File: src/rtl/lpcm_pkg.sv
// Shared LPCM types: request item, responder FIFO entry, default latency clamp and clamp helper.
package lpcm_pkg;

    typedef struct packed {
        int sample;
        int latency;
    } lpcm_item;

    typedef struct packed {
        int          sample;
        int unsigned lat;
        int unsigned stamp;
    } lpcm_rsp_entry_t;

    localparam int unsigned LPCM_MAX_LAT_DEFAULT = 255;

    // Requested latency is signed; anything below one cycle is forced to one.
    function automatic int unsigned lpcm_clamp_latency(input int latency, input int unsigned max_lat);
        if (latency < 1)
            return 1;
        else if ($unsigned(latency) > max_lat)
            return max_lat;
        else
            return $unsigned(latency);
    endfunction

endpackage

File: src/rtl/lpcm_rsp_fifo.sv
// Generic DEPTH x lpcm_rsp_entry_t synchronous FIFO; pointers carry an extra wrap bit for full/empty.
module lpcm_rsp_fifo
    import lpcm_pkg::*;
#(
    parameter int DEPTH = 8
)
(
    input  logic            clk,
    input  logic            rst_n,
    input  logic            push,
    input  logic            pop,
    input  lpcm_rsp_entry_t din,
    output lpcm_rsp_entry_t head,
    output logic            full,
    output logic            empty
);

    localparam int AW = $clog2(DEPTH);

    lpcm_rsp_entry_t mem [DEPTH];
    logic [AW:0]     wr_ptr;
    logic [AW:0]     rd_ptr;

    always_ff @(posedge clk or negedge rst_n) begin
        if (!rst_n) begin
            wr_ptr <= '0;
            rd_ptr <= '0;
        end else begin
            if (push && !full)
                wr_ptr <= wr_ptr + (AW+1)'(1);
            if (pop && !empty)
                rd_ptr <= rd_ptr + (AW+1)'(1);
        end
    end

    always_ff @(posedge clk) begin
        if (push && !full)
            mem[wr_ptr[AW-1:0]] <= din;
    end

    assign head  = mem[rd_ptr[AW-1:0]];
    assign empty = (wr_ptr == rd_ptr);
    assign full  = (wr_ptr[AW] != rd_ptr[AW]) && (wr_ptr[AW-1:0] == rd_ptr[AW-1:0]);

endmodule

File: src/rtl/lpcm_responder.sv
// LPCM responder: queues requests in order, releases each after its clamped latency through one output register.
// Optional LPCM_RSP_PEAK_EN adds a peak_abs tracker over delivered samples plus a per-response $display.
module lpcm_responder
    import lpcm_pkg::*;
#(
    parameter int          DEPTH       = 8,
    parameter int          BITS        = 32,
    parameter int unsigned MAX_LATENCY = LPCM_MAX_LAT_DEFAULT
)
(
    input  logic        clk,
    input  logic        rst_n,
    input  logic        req_en,
    input  lpcm_item    req,
    output logic        rsp_en,
    output logic        rsp_valid,
    output lpcm_item    rsp,
    input  logic        rsp_ready,
    output logic        fmt_err,
    output logic [31:0] count,
    output logic        idle
`ifdef LPCM_RSP_PEAK_EN
    ,
    output logic [31:0] peak_abs
`endif
);

    // Bits below the left-justified sample must be zero; mask is empty at BITS=32.
    localparam logic [31:0] FMT_MASK = 32'((64'd1 << (32 - BITS)) - 64'd1);

    logic [31:0]     now;
    logic            fifo_full;
    logic            fifo_empty;
    logic            push;
    logic            pop;
    logic            head_elig;
    logic            drain;
    lpcm_rsp_entry_t wr_entry;
    lpcm_rsp_entry_t head;

    assign rsp_en    = !fifo_full;
    assign push      = req_en && rsp_en;
    assign drain     = rsp_valid && rsp_ready;
    assign head_elig = !fifo_empty && ((now - head.stamp) >= head.lat);
    assign pop       = head_elig && (!rsp_valid || rsp_ready);
    assign idle      = fifo_empty && !rsp_valid;

    always_comb begin
        wr_entry.sample = req.sample;
        wr_entry.lat    = lpcm_clamp_latency(req.latency, MAX_LATENCY);
        wr_entry.stamp  = now;
    end

    lpcm_rsp_fifo #(.DEPTH(DEPTH)) u_fifo (
        .clk   (clk),
        .rst_n (rst_n),
        .push  (push),
        .pop   (pop),
        .din   (wr_entry),
        .head  (head),
        .full  (fifo_full),
        .empty (fifo_empty)
    );

    // Output register reloads on the same edge it drains, so back-to-back items flow at one per cycle.
    always_ff @(posedge clk or negedge rst_n) begin
        if (!rst_n) begin
            now       <= '0;
            rsp_valid <= 1'b0;
            rsp       <= '0;
            fmt_err   <= 1'b0;
            count     <= '0;
        end else begin
            now <= now + 32'd1;
            if (pop) begin
                rsp_valid   <= 1'b1;
                rsp.sample  <= head.sample;
                rsp.latency <= int'(head.lat);
            end else if (drain) begin
                rsp_valid <= 1'b0;
            end
            if (drain)
                count <= count + 32'd1;
            if (push && (($unsigned(req.sample) & FMT_MASK) != 32'd0))
                fmt_err <= 1'b1;
        end
    end

`ifdef LPCM_RSP_PEAK_EN
    logic [31:0] rsp_abs;

    // Magnitude of the most negative sample does not fit, so it saturates.
    always_comb begin
        rsp_abs = $unsigned(rsp.sample);
        if (rsp.sample < 0)
            rsp_abs = $unsigned(-rsp.sample);
        if (rsp_abs[31])
            rsp_abs = 32'h7FFF_FFFF;
    end

    always_ff @(posedge clk or negedge rst_n) begin
        if (!rst_n) begin
            peak_abs <= '0;
        end else if (drain) begin
            if (rsp_abs > peak_abs)
                peak_abs <= rsp_abs;
            $display("recv sample: %0d, latency: %0d", rsp.sample, rsp.latency);
        end
    end
`endif

endmodule

File: config.mk
export PLATFORM = sky130hd
export DESIGN_NAME = lpcm_responder
export DESIGN_NICKNAME = d
export VERILOG_FILES = /design/src/rtl/lpcm_pkg.sv /design/src/rtl/lpcm_rsp_fifo.sv /design/src/rtl/lpcm_responder.sv
export SDC_FILE = /design/constraint.sdc
export NUM_CORES = 1
export LEC_CHECK = 0
export BUFFER_PORTS_ARGS = -buffer_cell sky130_fd_sc_hd__buf_2
export CAP_MARGIN = 20
export CORE_MARGIN = 2
export CORE_UTILIZATION = 61
export DETAILED_ROUTE_END_ITERATION = 12
export PLACE_DENSITY = 0.9
export SLEW_MARGIN = 25
export SYNTH_ARGS = -nofsm -noshare
export SYNTH_HDL_FRONTEND = slang
export SYNTH_SLANG_ARGS = --single-unit
File: constraint.sdc
create_clock -name clk -period 9.6 [get_ports clk]
set_clock_uncertainty 0.1 [all_clocks]
set_input_delay 1.44 -clock clk [delete_from_list [all_inputs] [get_ports clk]]
set_output_delay 1.44 -clock clk [all_outputs]
set_load 0.005 [all_outputs]
==> flow_summary.yaml <==
synthesis:
  ys_seq_elements: 905
  synth_top_cell_by_area: "edfxtp_1"
  synthFlopType: "edfxtp_1"
  synthCells: 1937
  synth_edf_count: 768
  synth_area_leaders: "edfxtp_1 63%, mux4_2 12%, dfrtp_1 9.4%"
  synth_top_cells_by_count: "768 x edfxtp_1, 192 x mux4_2, 137 x dfrtp_1"
  synth_cell_type_count: 60
  synth.top_cell.area_share_pct: 63.3
  post-synth-top-count-cell: "edfxtp_1"
  ys_warn_count: 0
  synth_seq_area_share_pct: 72.7
  netlist_area_um2: 36400
  async_flop_share_pct: 15.1
  avgSynthCellArea_um2: 18.8
critical_path:
  critPathLaunchType: "flip-flop"
  end_kind: "flip-flop"
  rr_worst_depth: 20
  rr_startpoint: "u_fifo.rd_ptr[0]"
  arrival_ns: 7.59
  crit_type: "flip-flop to flip-flop"
  required_ns: 10.01
  startpoint: "u_fifo.rd_ptr[0]"
  r2r-end: "u_fifo.rd_ptr[1]"
  reg2reg_slack_ns: 2.42
  crit_fanout: 130
power:
  p_leak_nw: 15.3
  powerDensity_nw_per_um2: 329
  ir_worst_vdd_mv: 0.664
global_route:
  grt_pass1_vias: 21022
  grtUsageTotal_pct: 28.0
  antenna_found_initial: 4
  grt_overflow: 0
  grt_start_max_net_pins: 131
  grt_first_pass_wirelength_mm: 127
clock_tree:
  cts_resized: 0
  cts_root_buf: "clkbuf_16"
  cts.sinks: 905
  cts_buffers: 87
  ctsHoldBuffers: 0
  clk_pin_slew_ns: 0.06
  cts_setup_buffers: 0
  cts_max_level: 3
  clk_path_buf_depth: 3
  insertion_delay_ns: 0.64
  cts_tree: "yes"
die:
  core_area_um2: 59000
  start_util_pct: 61.7
  rows: 89
  die_x_um: 248
  die_h_um: 248
  die_area_um2: 61700
  pin_count: 168
place:
  port_buffers: 166
  dp_cells: 3019
  place_congestion: 0.848
  post-dp-hpwl_mm: 45.5
route:
  drc: 0
  first_pass_iters: 6
  drt_iter0_markers: 2411
  via_count: 20098
  ant_nets: 0
  wl_per_cell_um: 26.5
  via_per_inst: 6.31
  wirelength_mm: 84.3
timing:
  fin_crit_ns: 7.18
  finalSetupViolCount: 0
  slew_headroom_pct: 28.0
  rsz0062_at_grt: "no"
  drv_slew: 0
  max_freq_mhz: 139
  tightest_slew_ns: 1.08
  finalCritPeriodShare_pct: 74.8
  setup_tns_ns: 0
  finalHoldViolations: 0
final_layout:
  drive_above_1_share_pct: 22.6
  syn_to_final_growth_pct: 14.8
  final_net_count: 2472
  instances_no_fill: 3183
min_path:
  hold_depth: 1
  hold_path.class: "flip-flop to flip-flop"
  min_delay_worst_endpoint: "count[19]"
  min_from: "count[19]"
run:
  max-cap-violations: 0
outcome:
  outcome: "finished clean"
[kinds of logic (layout without fill, tap and decap cells)]
group,count (synthesis),after routing,synth area share [%]
adders and majority gates,69,69,2.39
AOI/OAI and AO/OA,180,180,2.98
buffers and inverters,91,371,1.05
DFF,905,905,72.7
muxes,292,292,14.6
and+or+nand+nor,300,300,3.80
other,1,194,0.0103
xor gates and xnor gates,99,99,2.38
[final cells by class]
type,count,area (µm²)
diodes,1,2.50
clock buffers,118,2420
clock inverters,45,480
fillers,3256,17200
inverters,15,56.3
multi-input cells,1133,10300
flip-flops and latches,905,26500
well taps,773,967
repair buffers,193,1060
[registers in the layout, summed over array words and instances (netlist names)]
signal / flops
rsp: 64
count: 32
u_fifo.wr_ptr: 4
u_fifo.rd_ptr: 4
u_fifo.mem: 768
rsp_valid: 1
now: 32
[stage by stage]
stage	util [%]	area (µm²)	hold WS, ns	total power [mW]	worst slack [ns]
after floorplan	-	37100	0.360	8.72	0.479
after global placement	65.9	38900	0.356	9.82	2.68
after detailed placement	65.9	38900	0.381	10.1	2.49
after CTS	70.9	41800	0.389	13.7	2.43
after global routing	70.9	41800	0.417	14.3	1.92
final	70.9	41800	0.386	13.8	2.42
[how the worst max path moves through the flow]
stage,end,slack [ns]
finish,u_fifo.rd_ptr[1],2.42
global route,u_fifo.rd_ptr[1],1.92
CTS,rsp[0],2.43
detailed placement,u_fifo.rd_ptr[1],2.49
global placement,u_fifo.rd_ptr[1],2.68
floorplan,u_fifo.mem[0][0],0.48
[where the power goes]
part	leakage, nW	internal (mW)	switching [mW]	total, mW
clock	1.43	2.02	1.46	3.47
sequential	8.81	4.98	0.438	5.42
combinational	5.02	1.96	2.90	4.86
total	15.3	8.96	4.79	13.8
[placed cells by master, fill, tap and decap left out, drive strengths merged, types with 6 or more instances in the layout]
| cell type | instances |
|---|---|
| edfxtp | 768 |
| conb | 193 |
| buf | 193 |
| mux4 | 192 |
| dfrtp | 137 |
| clkbuf | 118 |
| nor2 | 117 |
| a21oi | 100 |
| mux2i | 94 |
| xnor2 | 74 |
| ha | 68 |
| nand2 | 66 |
| clkinv | 32 |
| o21ai | 29 |
| nand3 | 27 |
| xor2 | 25 |
| nor3 | 20 |
| inv | 18 |
| a21o | 16 |
| nand4 | 16 |
| and3 | 13 |
| nand2b | 12 |
| nor4 | 9 |
| bufinv | 9 |
| mux2 | 6 |
| and2 | 6 |
[worst max-delay path: stages (launching register included)]
cell and delay, ns:
dfrtp_4 0.97, buf_4 0.68, mux4_2 0.59, mux2i_1 0.15, ha_1 0.32, nand2_1 0.19, nor3b_2 0.06, o31a_1 0.30
a311oi_2 0.44, o31a_1 0.27, a211o_4 0.19, xnor2_1 0.07, ha_1 0.33, nand2_1 0.09, o21ai_0 0.27, a211oi_1 0.09
o31ai_1 0.39, o21ai_1 0.22, nor3_4 0.29, buf_12 0.50, mux2_2 0.41
[metal layers]
layer	track usage [%]	vias to the layer above	wire (µm)
li1	-	8315	-
met1	37.1	10250	30800
met2	46.1	1302	42600
met3	5.84	227	8160
met4	11.1	4	2720
met5	0	-	27
(Power assumes the default switching activity.)
